File: config.mk
export PLATFORM = sky130hd
export DESIGN_NAME = if_thread_fetch
export DESIGN_NICKNAME = d
export VERILOG_FILES = /design/src/rtl/if_thread_fetch.sv
export SDC_FILE = /design/constraint.sdc
export NUM_CORES = 1
export LEC_CHECK = 0
export ABC_AREA = 0
export BUFFER_PORTS_ARGS = -buffer_cell sky130_fd_sc_hd__buf_2
export CAP_MARGIN = 30
export CORE_MARGIN = 4
export CORE_UTILIZATION = 60
export CTS_BUF_LIST = sky130_fd_sc_hd__clkbuf_16
export CTS_CLUSTER_SIZE = 28
export DETAILED_ROUTE_END_ITERATION = 12
export HOLD_SLACK_MARGIN = 0.02
export PLACE_DENSITY = 0.84
export SYNTH_ARGS = -nofsm -noshare
export SYNTH_HDL_FRONTEND = slang
export SYNTH_SLANG_ARGS = --single-unit
File: constraint.sdc
create_clock -name clk -period 2.95 [get_ports clk]
set_clock_uncertainty 0.1 [all_clocks]
set_input_delay 0.4425 -clock clk [delete_from_list [all_inputs] [get_ports clk]]
set_output_delay 0.4425 -clock clk [all_outputs]
set_load 0.02 [all_outputs]
File: src/rtl/if_thread_fetch.sv
// Round-robin PC generator for the 4-thread interleaved fetch stage.
// Define IF_SKIP_IDLE_EN to skip inactive threads when choosing the next slot.
module if_thread_fetch (
  input  logic       clk,
  input  logic       rst,
  input  logic       en,
  input  logic       thread_start,
  input  logic [1:0] start_tid,
  input  logic [9:0] start_pc,
  input  logic       thread_halt,
  input  logic [1:0] halt_tid,
  input  logic       br_taken,
  input  logic [1:0] br_tid,
  input  logic [9:0] br_target,
  output logic [9:0] IF_pc,
  output logic [1:0] IF_tid,
  output logic       IF_valid,
  output logic [3:0] active_mask
);

  logic [9:0] pc [4];
  logic [3:0] active;
  logic [3:0] active_nx;
  logic [1:0] cur_tid;
  logic [1:0] tid_nx;

  assign IF_tid      = cur_tid;
  assign IF_pc       = pc[cur_tid];
  assign IF_valid    = active[cur_tid];
  assign active_mask = active;

  // Start is applied after halt so it wins on a shared tid.
  always_comb begin
    active_nx = active;
    if (thread_halt)
      active_nx[halt_tid] = 1'b0;
    if (thread_start)
      active_nx[start_tid] = 1'b1;
  end

`ifdef IF_SKIP_IDLE_EN
  logic       found;
  logic [1:0] cand;

  // k = 4 wraps back to cur_tid, so a lone thread keeps its slot.
  always_comb begin
    tid_nx = cur_tid + 2'd1;
    found  = 1'b0;
    cand   = cur_tid;
    for (int k = 1; k <= 4; k++) begin
      cand = cur_tid + 2'(k);
      if (!found && active_nx[cand]) begin
        tid_nx = cand;
        found  = 1'b1;
      end
    end
  end
`else
  always_comb begin
    tid_nx = cur_tid + 2'd1;
  end
`endif

  always_ff @(posedge clk) begin
    if (rst) begin
      for (int i = 0; i < 4; i++)
        pc[i] <= 10'd0;
      active  <= 4'b0001;
      cur_tid <= 2'd0;
    end else begin
      active <= active_nx;
      if (en)
        cur_tid <= tid_nx;
      for (int i = 0; i < 4; i++) begin
        if (thread_start && start_tid == 2'(i))
          pc[i] <= start_pc;
        else if (br_taken && br_tid == 2'(i))
          pc[i] <= br_target;
        else if (en && IF_valid && cur_tid == 2'(i))
          pc[i] <= pc[i] + 10'd1;
      end
    end
  end

endmodule
======== After elaboration in Yosys (flattened, before gate mapping) ========
Memory sizes are Yosys's and may differ from the RTL's. A register that Yosys moved wholly into a read port is not among the register bits.
Cells that the tools add are included.
W data, S select, Z words.
storage, ports and cells
  memory bits (writable) .................. 40
  logic and storage cells ................. 127
  output and inout port bits .............. 17
  bits of input ports ..................... 32
  memories ................................ 1
  flip-flop bits (word level) ............. 6
cells by class
  order comparisons ....................... 5
  reductions and logical operators ........ 18
  bitwise operators ....................... 15
  $add $sub $neg .......................... 5
  muxes and demuxes ....................... 72
  equality and inequality tests ........... 9
memory list
  memory  words  bits a word  read ports  clocked after memory_dff  wr ports  RTL line  RTL
  pc      4      10           5           1                         4         21        logic [9:0] pc [4];
operators with widths
  operator                 count
  $mux W10                 12
  $mux W1                  53
  $add A10 B1 Y10 const B  4
  $logic_and A1 B1 Y1      15
  $eq A2 B2 Y1 const B     6
  $or A1 B1 Y1             12
  $lt A2 B3 Y1 const B     3
  $mux W4                  2
  $eq A2 B1 Y1 const B     3
  $logic_not A2 Y1         3
  $and A4 B4 Y4            1
  $demux W1 S2             2
  $ge A2 B1 Y1 const B     2
  $mux W2                  2
  $not A4 Y4               1
  $or A4 B4 Y4             1
  $add A2 B1 Y2 const B    1
  $bmux W1 S2              1

======== Logic depth before layout (Yosys ltp) ========
  depth in word-level cells ............... 10
  depth in mapped cells ................... 7

======== Worst setup path after synthesis ========
Ideal clock, no wire load.
  kind .................................... flip-flop to flip-flop
  start point ............................. register cur_tid[0] (netlist: IF_tid[0])
  end point ............................... memory pc[1][0], enable pin
  arrival ................................. 1.815 ns
  data required time ...................... 2.536 ns
  buffers on the path ..................... 1
  cell stages (with the launch flop) ...... 5
  setup time .............................. 0.314 ns
  setup slack ............................. 0.722 ns
  cell sequence ........................... dfxtp_1 > mux4_2 > a21oi_1 > buf_2 > nand2_1
RTL lines
  element                 RTL line  RTL
  from (decl)             24        logic [1:0] cur_tid;
  from (signal assigned)  73        cur_tid <= tid_nx;
  to (decl)               21

==> run metrics <==
status=finished, final reports clean; share of cells above drive strength 1=a little over a fifth; relative slew slack=46.9%; First-pass DRT Iterations=5; initial core utilization=61.9%; ys async rst share=0%; Compound-Gate Fraction of Synth Area=between 10% and 20%; dominant cell type by area after synthesis=edfxtp_1; gr usage total=a little over a quarter; Post-CTS Resized=0; Reg-to-Reg End=pc[2][7]$_SDFFCE_PN0P_; pin count of the biggest net entering global routing=21; multiplexer area fraction after synthesis=about 16%; Warnings, synthesis=0; flop-to-flop setup slack=between 0.6 and 0.7 ns; port buffer count=48; Post-synth EDFFs=40; Max Clk Rate=~0.43 GHz; final setup fails=0; first-pass GRT wire length=approximately 15 mm; post-cts hold buffer count=0; GRT overflow=0; clock sink total=48; Min Hold Slack=~0.38 ns; die width=~83 um; Arr. time, crit path=1.81 ns; RSZ-0062 raised after global routing=no; initial antenna violation count=0; worst reg2reg path startpoint=IF_tid[0]$_SDFFE_PP0P_; fin crit period=about 2.3 ns; Post-Synth Adder-Cell Area=under 10%; die area=0.00695 mm2; Synth top area share=between 30% and 40%; CP Launch Type=flop; Reg clk slew, reported paths=around 0.07 ns; TritonCTS clock tree=yes; Req. time, crit path=2.41 ns; Critical Path Sink=IF_pc[4]; initial DRC count=237; total negative setup slack=0 ns; Max-cap violations=0; gpl congestion=between 0.8 and 0.9; Power Density=541 mW/mm2; Detail Route Antenna Nets=0; Die Ht=between 80 and 90 um; synth unique cells=45; most instantiated library cell after synthesis=edfxtp_1; Max clock buf depth=2; Primary FF master, synth=edfxtp_1; Post-Synth XOR/XNOR Area=under 10%; Synth area leaders=edfxtp_1 (35%), mux2i_1 (8.8%), mux4_2 (7.3%), dfxtp_1 (4.7%), a211oi_1 (4.4%); worst reg2reg path depth=4; combinational family with the most area after synthesis=simple AND/OR/NAND/NOR gates; vias in the first global route=around 2800; row count=27; period utilization=79.6%; Netlist Area Pre-Place=about 0.0034 mm2; clock root buffer=clkbuf_16; n_diodes=0; CTS buffer count=5; mean cell area of the mapped netlist=between 10 and 15 um2; Nets=406; Post-route DRC=0; post-synthesis cell count=approximately 320; Worst-Skew Late Latency=0.29 ns; FF+latch count, synth=48; slew at the pin closest to its max-slew limit=approximately 0.79 ns; Simple-Gate Fraction of Synth Area=16.5%; crit end category=primary output; Slew Viols, Final=0; Pleak=around 1.5 nW; vias post-DR=2933; drt via density=between 6 and 7; top fanout value on the critical path=10; Net Count, Synth=approximately 360; CTS H-tree depth=2; Peak VDD IR=0.000313 V; part of the Yosys area used for sequential elements=between 30% and 40%; hpwl dp=just under 7 mm; per-cell routed wire length=20.6 um; core area=around 0.0055 mm2; hold crit path type=flop to flop; Fin. Hold Viols=0; synthesis-to-layout area growth=14.0%; # IOs=slightly below 50; final WL=9.06 mm; most frequent cells after synthesis=edfxtp_1 (40), mux2i_1 (30), nor3_1 (21); CP Class=flop to primary output; postcts setup bufs=0
-- power breakdown --
group | internal (mW) | leakage [nW] | switching [mW]
registers | 0.806 | 0.491 | 0.0911
logic | 0.160 | 0.936 | 0.215
clock network | 0.572 | 0.104 | 0.259
total | 1.54 | 1.53 | 0.564
-- kinds of logic after synthesis --
kind of cell    count (synthesis)
buf+inv                        26
fa+ha+maj                       8
xor+xnor                       23
mux                            41
flops                          48
compound gates                 72
simple gates                  105
-- layout make-up --
type | count | area [um2]
inverter | 10 | 37.5
clock inverter | 3 | 90.1
clock buffer | 5 | 125
timing repair buffer | 52 | 270
multi-input combinational | 249 | 1910
fill | 426 | 1620
sequential | 48 | 1360
tap | 72 | 90.1
-- metrics by stage --
| stage | util, % | cell area (um2) | instances | setup WS (ns) | total power, mW |
|---|---|---|---|---|---|
| floorplan | - | 3410 | 323 | 0.722 | 1.13 |
| global placement | 66.7 | 3670 | 431 | 0.589 | 1.26 |
| detailed placement | 66.7 | 3670 | 431 | 0.576 | 1.28 |
| CTS | 70.6 | 3890 | 439 | 0.574 | 2.10 |
| global route | 70.6 | 3890 | 439 | 0.433 | 2.17 |
| finish | 70.6 | 3890 | 439 | 0.600 | 2.10 |
-- layer usage --
layer / share of wire, % / vias up / GRT usage, %
met5: 0 / - / 0
met4: 2.1 / 0 / 7.88
met3: 11 / 15 / 6.15
met2: 47 / 174 / 42.8
met1: 40 / 1399 / 35.3
li1: - / 1345 / -
-- worst min path at each step --
stage	start	to	slack, ns	depth (start not counted)
global route	active_mask[1]$_SDFF_PP0_	active_mask[1]$_SDFF_PP0_	0.41	2
finish	active_mask[1]$_SDFF_PP0_	active_mask[1]$_SDFF_PP0_	0.38	2
global placement	active_mask[1]$_SDFF_PP0_	active_mask[1]$_SDFF_PP0_	0.37	2
CTS	active_mask[1]$_SDFF_PP0_	active_mask[1]$_SDFF_PP0_	0.39	2
detailed placement	active_mask[1]$_SDFF_PP0_	active_mask[1]$_SDFF_PP0_	0.38	2
floorplan	active_mask[1]$_SDFF_PP0_	active_mask[1]$_SDFF_PP0_	0.44	2
-- placed cells by master (no fill, tap or decap), types with 10 or more instances in the layout --
cell,synthesis,final
xor2_1,11,11
inv_1,10,10
a211oi_1,20,20
nand3_1,19,19
mux4_2,11,11
nand2_1,16,16
a22oi_1,12,12
xnor2_1,12,12
edfxtp_1,40,40
nor3_1,21,21
nor2_1,17,17
mux2i_1,30,30
buf_2,6,48
-- worst max-delay path, cell delays in order (launching register included) --
cell	delay [ns]
dfxtp_1	0.72
mux4_2	0.61
buf_2	0.18
-- sequential cells by signal, summed over array words and instances, names as in the netlist, named ones only --
name	flops
IF_tid	2
active_mask	4
pc	40
Power figures use the tool's default switching activity.
